## src/rtl/faddsub_pipe.sv

```systemverilog
// rtl/faddsub_pipe.sv - elastic 3-stage IEEE-754 single-precision add/sub (optional FADDSUB_RNE_EN: round to nearest even)
module faddsub_pipe #(
    parameter int TAGW = 5,
    parameter int FTZ  = 1
) (
    input  logic            clk,
    input  logic            rst,
    input  logic            in_valid,
    output logic            in_ready,
    input  logic [31:0]     x1,
    input  logic [31:0]     x2,
    input  logic            op,
    input  logic [TAGW-1:0] tag_in,
    output logic            out_valid,
    input  logic            out_ready,
    output logic [31:0]     y,
    output logic            ovf,
    output logic            unf,
    output logic [TAGW-1:0] tag_out
);

    generate
        if (FTZ != 1) begin : g_ftz_check
            $error("faddsub_pipe: FTZ=0 (denormal support) is reserved");
        end
        if (TAGW < 1) begin : g_tagw_check
            $error("faddsub_pipe: TAGW must be >= 1");
        end
    endgenerate

    typedef struct packed {
        logic            sign;
        logic [7:0]      exp;
        logic [25:0]     lm;
        logic [25:0]     sm;
        logic            st;
        logic            sub;
        logic            spec;
        logic [31:0]     spec_y;
        logic [TAGW-1:0] tag;
    } s1_t;

    typedef struct packed {
        logic            sign;
        logic [7:0]      exp;
        logic [23:0]     mant;
        logic            g;
        logic            r;
        logic            s;
        logic [4:0]      pos;
        logic            zero;
        logic            nz;
        logic            sub;
        logic            spec;
        logic [31:0]     spec_y;
        logic [TAGW-1:0] tag;
    } s2_t;

    logic v1_q, v1_d, v2_q, v2_d, v3_q, v3_d;
    logic load1, load2, load3;
    s1_t  s1_q, s1_d, s1_new;
    s2_t  s2_q, s2_d, s2_new;
    logic [31:0]     y_q, y_d, y_new;
    logic            ovf_q, ovf_d, ovf_new, unf_q, unf_d, unf_new;
    logic [TAGW-1:0] tag_q, tag_d;

    // Stall chain: a stage loads when empty or when its content moves on.
    always_comb begin
        load3 = !v3_q || out_ready;
        load2 = !v2_q || load3;
        load1 = !v1_q || load2;
        v1_d  = load1 ? in_valid : v1_q;
        v2_d  = load2 ? v1_q     : v2_q;
        v3_d  = load3 ? v2_q     : v3_q;
    end

    assign in_ready = load1;

    // S1: sign adjust, flush denormals, order by magnitude, align the smaller mantissa.
    logic [31:0] a, b, lx, sx;
    logic [7:0]  shamt;
    logic [51:0] shifted;
    always_comb begin
        a = x1;
        b = {x2[31] ^ op, x2[30:0]};
        if (a[30:23] == 8'd0) a = {a[31], 31'd0};
        if (b[30:23] == 8'd0) b = {b[31], 31'd0};
        if (b[30:0] > a[30:0]) begin
            lx = b;
            sx = a;
        end else begin
            lx = a;
            sx = b;
        end
        s1_new.sign = lx[31];
        s1_new.exp  = lx[30:23];
        s1_new.sub  = lx[31] ^ sx[31];
        s1_new.lm   = {lx[30:23] != 8'd0, lx[22:0], 2'b00};
        shamt       = lx[30:23] - sx[30:23];
        shifted     = {sx[30:23] != 8'd0, sx[22:0], 2'b00, 26'd0} >> shamt;
        if (shamt >= 8'd26) begin
            s1_new.sm = 26'd0;
            s1_new.st = (sx[30:0] != 31'd0);
        end else begin
            s1_new.sm = shifted[51:26];
            s1_new.st = |shifted[25:0];
        end
        s1_new.spec   = (lx[30:23] == 8'hFF);
        // Opposite-signed infinities of equal magnitude have no defined sum.
        if ((lx[30:23] == 8'hFF) && (lx[22:0] == 23'd0) && (lx[31] != sx[31]) && (lx[30:0] == sx[30:0]))
            s1_new.spec_y = 32'h7FC0_0000;
        else
            s1_new.spec_y = lx;
        s1_new.tag = tag_in;
        s1_d = (load1 && in_valid) ? s1_new : s1_q;
    end

    // S2: effective add/subtract, then leading-one normalisation.
    logic [26:0] sum, norm;
    always_comb begin
        // Borrowing the sticky on subtract keeps the truncated remainder positive.
        if (s1_q.sub)
            sum = {1'b0, s1_q.lm} - {1'b0, s1_q.sm} - 27'(s1_q.st);
        else
            sum = {1'b0, s1_q.lm} + {1'b0, s1_q.sm};
        s2_new.pos = 5'd0;
        for (int i = 0; i < 27; i++) begin
            if (sum[i]) s2_new.pos = 5'(i);
        end
        norm          = sum << (5'd26 - s2_new.pos);
        s2_new.mant   = norm[26:3];
        s2_new.g      = norm[2];
        s2_new.r      = norm[1];
        s2_new.s      = norm[0] | s1_q.st;
        s2_new.zero   = (sum == 27'd0);
        s2_new.nz     = (sum != 27'd0) || s1_q.st;
        s2_new.sign   = s1_q.sign;
        s2_new.exp    = s1_q.exp;
        s2_new.sub    = s1_q.sub;
        s2_new.spec   = s1_q.spec;
        s2_new.spec_y = s1_q.spec_y;
        s2_new.tag    = s1_q.tag;
        s2_d = (load2 && v1_q) ? s2_new : s2_q;
    end

    // S3: round, renormalise on carry, range check and pack.
    logic              inc;
    logic [24:0]       mr;
    logic [23:0]       mant_f;
    logic signed [9:0] e;
    always_comb begin
`ifdef FADDSUB_RNE_EN
        inc = s2_q.g && (s2_q.r || s2_q.s || s2_q.mant[0]);
`else
        inc = s2_q.g;
`endif
        mr      = {1'b0, s2_q.mant} + 25'(inc);
        mant_f  = mr[24] ? mr[24:1] : mr[23:0];
        e       = $signed({2'b00, s2_q.exp}) + $signed({5'd0, s2_q.pos}) - 10'sd25 + $signed({9'd0, mr[24]});
        ovf_new = 1'b0;
        unf_new = 1'b0;
        if (s2_q.spec) begin
            y_new = s2_q.spec_y;
        end else if (s2_q.zero) begin
            y_new = {s2_q.sign & !s2_q.sub, 31'd0};
        end else if (e >= 10'sd255) begin
            y_new   = {s2_q.sign, 8'hFF, 23'd0};
            ovf_new = 1'b1;
        end else if (e <= 10'sd0) begin
            y_new   = {s2_q.sign, 31'd0};
            unf_new = s2_q.nz;
        end else begin
            y_new = {s2_q.sign, e[7:0], mant_f[22:0]};
        end
        if (load3 && v2_q) begin
            y_d   = y_new;
            ovf_d = ovf_new;
            unf_d = unf_new;
            tag_d = s2_q.tag;
        end else begin
            y_d   = y_q;
            ovf_d = ovf_q;
            unf_d = unf_q;
            tag_d = tag_q;
        end
    end

    // State registers; reset drops every in-flight operation.
    always_ff @(posedge clk) begin
        if (rst) begin
            v1_q  <= 1'b0;
            v2_q  <= 1'b0;
            v3_q  <= 1'b0;
            s1_q  <= '0;
            s2_q  <= '0;
            y_q   <= 32'd0;
            ovf_q <= 1'b0;
            unf_q <= 1'b0;
            tag_q <= '0;
        end else begin
            v1_q  <= v1_d;
            v2_q  <= v2_d;
            v3_q  <= v3_d;
            s1_q  <= s1_d;
            s2_q  <= s2_d;
            y_q   <= y_d;
            ovf_q <= ovf_d;
            unf_q <= unf_d;
            tag_q <= tag_d;
        end
    end

    assign out_valid = v3_q;
    assign y         = y_q;
    assign ovf       = ovf_q;
    assign unf       = unf_q;
    assign tag_out   = tag_q;

endmodule

```

## config.mk

```make
export PLATFORM = sky130hd
export DESIGN_NAME = faddsub_pipe
export DESIGN_NICKNAME = d
export VERILOG_FILES = /design/src/rtl/faddsub_pipe.sv
export SDC_FILE = /design/constraint.sdc
export NUM_CORES = 1
export LEC_CHECK = 0
export ABC_AREA = 1
export CAP_MARGIN = 5
export CORE_MARGIN = 3
export CORE_UTILIZATION = 60
export CTS_CLUSTER_DIAMETER = 120
export CTS_CLUSTER_SIZE = 10
export DETAILED_ROUTE_END_ITERATION = 7
export PLACE_DENSITY_LB_ADDON = 0.2
export SLEW_MARGIN = 20
export SYNTH_ARGS = -nofsm -noshare
export SYNTH_HDL_FRONTEND = slang
export SYNTH_SLANG_ARGS = --single-unit
```

## constraint.sdc

```tcl
create_clock -name clk -period 16.6 [get_ports clk]
set_clock_uncertainty 0.15 [all_clocks]
set_input_delay 1.66 -clock clk [delete_from_list [all_inputs] [get_ports clk]]
set_output_delay 1.66 -clock clk [all_outputs]
set_load 0.01 [all_outputs]
```

* Yosys cells after proc, flatten, opt, wreduce, memory -nomap -nowiden
Index checks and enable logic that the tools add are counted.
Cells by class: add/subtract/negate cells 9, $mul 0, div/mod/pow operators 0, $lt $le $gt $ge 4, equal/unequal tests 3, shifts and indexed selects 2, muxes and demuxes 45, bitwise gates (word level) 3, reductions and logical operators 23
Operators with widths (count):
- $mux W32 | 5
- $mux W5 | 25
- $mux W31 | 4
- $mux W27 | 2
- $shr A52 B8 Y52 | 1
- $eq A31 B31 Y1 | 1
- $gt A31 B31 Y1 | 1
- $reduce_bool A31 Y1 | 1
- $add A26 B26 Y27 | 1
- $logic_not A27 Y1 | 1
- $reduce_bool A27 Y1 | 1
- $shl A27 B5 Y27 | 1
- $sub A26 B26 Y27 | 1
- $sub A27 B1 Y27 | 1
- $reduce_or A26 Y1 | 1
- $add A24 B1 Y25 | 1
- $logic_not A23 Y1 | 1
- $mux W23 | 1
- $logic_not A8 Y1 | 2
- $reduce_bool A8 Y1 | 2
- $add A10 B2 Y10 | 1
- $ge A10 B9 Y1 const B | 1
- $le A10 B1 Y1 const B | 1
- $sub A9 B5 Y10 const B | 1
- 12 further kinds | 31
Word-level totals: bits in registers 221, latch bits 0, bits in writable memories 0, memory bits (read-only) 0, logic and storage cells 116, memories kept 0

* Logic depth before layout (Yosys ltp)
word-level depth 31, gate-level depth with buffers 45, depth with buffers taken out 44

* Least setup slack after synthesis
No wires, ideal clock.
path type in2reg, start in x2[27], end reg s1_q[39] (netlist bit), data arrival time 5.415 ns, setup slack 10.902 ns, stages on the path 34, path through inv_1 nand4_1 nor2_1 inv_1 clkbuf_1 nand2_1 inv_1 ha_1 nand2_1 nor2_1 nand4_1 nor2_1 nand3_2 nand2_4 buf_6 nand2_1 nand2_1 nand2_2 ha_1 clkbuf_1 clkinv_1 clkbuf_1 nand3_1 nand3_1 o21ai_1 nand2_1 nand2_1 nand2_1 nor2_1 nand3_1 nand3_1 nand3_1 nand2_1 a21oi_1
Between the ends: cells in the longest elaborated chain, start to end 8, elaborated cells between the ends (all ways) 12, those cells by class 1 x add/sub; 2 x order compare; 1 x shift; 4 x mux; 4 x reduce/logical
RTL lines:
- start, declared | RTL line 11 | input logic [31:0] x2,
- $logic_not A8 Y1 | RTL line 87 | if (b[30:23] == 8'd0) b = {b[31], 31'd0};
- $mux W31 * | RTL line 87
- $gt A31 B31 Y1 | RTL line 88 | if (b[30:0] > a[30:0]) begin
- $mux W32 | RTL line 88
- $sub A8 B8 Y8 / $reduce_bool A8 Y1 (equally long branches) | RTL line 99, 100
- $shr A52 B8 Y52 | RTL line 100 | shifted = {sx[30:23] != 8'd0, sx[22:0], 2'b00, 26'd0} >> shamt;
- $reduce_or A26 Y1 | RTL line 106 | s1_new.st = |shifted[25:0];
- $mux W27 * | RTL line 101 | if (shamt >= 8'd26) begin
- end signal, assigned | RTL line 194 | s1_q <= '0;
- end signal, assigned | RTL line 204 | s1_q <= s1_d;
- end, declared | RTL line 61 | s1_t s1_q, s1_d, s1_new;
Every way passes the cells marked *; elsewhere a longest branch is shown, timed or not. A chain may end at the register's enable or synchronous reset.

* Worst setup path in the final report
start in x1[28], end reg s1_q[39] (netlist bit)
Between the ends: cells in the longest elaborated chain, start to end 8, elaborated cells between the ends (all ways) 12, those cells by class 1 x add/sub; 2 x order compare; 1 x shift; 4 x mux; 4 x reduce/logical
RTL lines:
- start, declared | RTL line 10 | input logic [31:0] x1,
- $logic_not A8 Y1 | RTL line 86 | if (a[30:23] == 8'd0) a = {a[31], 31'd0};
- $mux W31 * | RTL line 86
- $gt A31 B31 Y1 | RTL line 88
- $mux W32 | RTL line 88
- $sub A8 B8 Y8 / $reduce_bool A8 Y1 (equally long branches) | RTL line 99, 100
- $shr A52 B8 Y52 | RTL line 100
- $reduce_or A26 Y1 | RTL line 106
- $mux W27 * | RTL line 101
Marked as above.

==> results_dict.tcl <==
set metrics [dict create \
    fill_cells 2650 \
    min_clock_period_post_route_ns 7.73 \
    sum_of_overflow_across_all_layers_after_global_routing 0 \
    detailedRoute.firstPassIterationCount 6 \
    clkLatencyLatePin_ns 0.53 \
    crit-reg2reg-launch "s2_q[49]$_SDFFE_PP0P_" \
    post-layout-total-power_mw 2.24 \
    netlist.area_leader.share_pct 25.0 \
    route.final.wire_length_mm 57.0 \
    post-route-util_pct 67.4 \
    max_freq_mhz 129 \
    timing.critical_path.to "s1_q[39]$_SDFFE_PP0P_" \
    min_period_over_period_pct 46.6 \
    htree_num_levels 1 \
    floorplan.rows 62 \
    tritoncts_sink_count 221 \
    status "finished, final reports clean" \
    ctsLongestPathBuffers 3 \
    place_area_mm2 0.0188 \
    antenna_found_initial 0 \
    ys_dominant_reg_cell "sky130_fd_sc_hd__dfxtp_1" \
    syn_to_final_growth_pct 9.82 \
    adder_and_majority_gate_portion_of_the_synthesized_area_pct 8.92 \
    finalNetCount 3131 \
    grt_setup_unrepaired "false" \
    top_level_ports 115 \
    syn_area_per_cell_um2 6.07 \
    avgViaCountPerCell 5.86 \
    pre_cts_slack_ns 8.44 \
    multiInputGateArea_mm2 0.0115 \
    seq_area_frac_synth_pct 25.0 \
    cpMostUsedCell "sky130_fd_sc_hd__nand2_1" \
    fin_area_mm2 0.0194 \
    drt-initial-drc-count 1804 \
    synth_simple_gate_area_share_pct 38.7 \
    hold_viol_final 0 \
    grt_usage_pct 35.3 \
    cts_root_buffer "sky130_fd_sc_hd__clkbuf_16" \
    yosys_warnings 0 \
    die-area_mm2 0.0316 \
    initial_core_util_pct 61.4 \
    r2r-end "y[18]$_SDFFE_PP0P_" \
    routed_wire_length_per_instance_um 17.2 \
    largest_family_of_logic_cells_by_synthesized_area "simple AND/OR/NAND/NOR gates" \
    timing.final.setup_violations 0 \
    synth_area_leaders "sky130_fd_sc_hd__dfxtp_1, sky130_fd_sc_hd__nand2_1, sky130_fd_sc_hd__nand3_1, sky130_fd_sc_hd__ha_1, sky130_fd_sc_hd__a21oi_1" \
    detail-route-antenna-nets 0 \
    synthesis.nets 3118 \
    r2r_cells 34 \
    global_route_wire_length_before_repair_mm 91.3 \
    hold_class "reg2reg" \
    routabilityCongestion 1.01 \
    post_cts.resized_instances 0 \
    most_common_library_cells_after_synthesis "sky130_fd_sc_hd__nand2_1, sky130_fd_sc_hd__nand3_1, sky130_fd_sc_hd__inv_1" \
    critical_path.slowest_cell "sky130_fd_sc_hd__clkinv_1" \
    portBuffers 114 \
    regToRegSetupSlack_ns 10.20 \
    worst_tran_pin_value_ns 1.04 \
    placed_cells_incl_taps 3288 \
    post_synth_xor_area_fraction_pct 1.67 \
    worst-setup-path-type "in2reg" \
    synth-seq-cells 221 \
    drc_errors 0 \
    critPathMaxFanout 76 \
    p_per_area_mw_per_mm2 115 \
    place.detailed.hpwl_mm 43.8 \
    ys_async_sr_fraction_pct 0 \
    clkSlewWorstSetupHoldPaths_ns 0.05 \
    whs_ns 0.314 \
    crit_arrival_ns 7.95 \
    grt_max_degree 103 \
    postCtsHoldBufs 0 \
    yosys-mux-area-fraction_pct 0 \
    max_capacitance_violation_count 0 \
    syn_inst 2919 \
    synth.distinct_cells 61 \
    cts-buffers-inserted 26 \
    cpPeakStageDelay_ns 0.69 \
    insertedDiodeCount 0 \
    vdd.ir_drop.worst_mv 0.0587 \
    critPathCaptureType "register" \
    die_width_um 178 \
    tritoncts "built" \
    number_of_global_route_vias_before_repair 18000 \
    power.leakage_nw 9.41 \
    slew_viol_final 0 \
    startpoint "x1[28]" \
    number_of_synthesized_flops_with_an_enable_pin 0 \
    regArea_mm2 0.00442 \
    fraction_of_layout_instances_using_a_drive_strength_above_1_pct 4.02 \
    yosys.cell_count.top_type "sky130_fd_sc_hd__nand2_1" \
    post_layout_nonfiller_instances 3317 \
    postCtsSetupBuffers 0 \
    core_area_mm2 0.0289 \
    route.vias.total 19400 \
    final_critical_path_setup_slack_ns 8.87 \
    worst-endpoint-required_ns 16.82 \
    synth_compound_area_share_pct 15.4 \
    timing.critical_path.from_type "input port" \
    max_slew_margin_pct 30.4 \
    worst_hold_path.num_cells 2 \
    synth_top_area_cell "sky130_fd_sc_hd__dfxtp_1" \
    mappedNetlistArea_mm2 0.0177 \
    die_h_um 178 \
    tns_ns 0 \
]
==> routing by layer <==
metal / global-route usage (%) / wire length (um) / vias up
met1: 46.2 / 23900 / 8825
met2: 57.9 / 26000 / 858
met4: 16.7 / 3070 / 0
met3: 3.96 / 4040 / 177
met5: 0 / 0 / -
li1: - / - / 9589
==> flip-flops by register name, indices dropped and copies added (netlist names) <==
name,count
tag_out,5
s2_q,79
ovf,1
inc,1
out_valid,1
v2_q,1
y,32
s1_q,99
unf,1
v1_q,1
==> where the power goes <==
part	switching [mW]	internal [mW]	total, mW
logic	0.776	0.349	1.13
registers	0.0475	0.575	0.622
clock network	0.209	0.280	0.490
total	1.03	1.20	2.24
==> final cells by class <==
type,instances,share of cell area [%]
clock inverter,2,0.129
sequential,221,22.8
tap,384,2.47
timing repair buffer,128,6.40
multi-input combinational,2254,59.0
clock buffer,27,3.42
inverter,301,5.81
==> worst max-delay path, delay by kind of cell <==
family / cells / cell delay, ns
AOI/OAI and AO/OA: 2 / 0.24
adders and majority gates: 2 / 0.63
buffers and inverters: 5 / 2.14
and+or+nand+nor: 22 / 3.23
==> placed cells by master (no fill, tap or decap), drive strengths merged, types with 27 or more instances in the layout <==
cell           Yosys  final
a21oi            252    252
o21ai            204    204
clkbuf            94     27
dfxtp            221    221
nor2             222    222
nand4             28     28
ha               123    123
nand3            400    400
clkdlybuf4s50      0    113
inv              296    297
nand2            883    883
==> worst min path at each step <==
stage,startpoint,end
after detailed placement,s1_q[31]$_SDFFE_PP0P_,s1_q[31]$_SDFFE_PP0P_
after floorplan,s2_q[74]$_SDFFE_PP0P_,s2_q[74]$_SDFFE_PP0P_
after global placement,s1_q[30]$_SDFFE_PP0P_,s1_q[30]$_SDFFE_PP0P_
final,s1_q[34]$_SDFFE_PP0P_,s1_q[34]$_SDFFE_PP0P_
after CTS,s1_q[35]$_SDFFE_PP0P_,s1_q[35]$_SDFFE_PP0P_
after global routing,s1_q[17]$_SDFFE_PP0P_,s1_q[17]$_SDFFE_PP0P_
==> logic make-up after synthesis <==
kind of cell               count (synthesis)
and+or+nand+nor                         1584
AOI/OAI and AO/OA                        512
buffers and inverters                    444
DFF                                      221
adders and majority gates                125
xor gates and xnor gates                  33
Power figures use the tool's default switching activity.
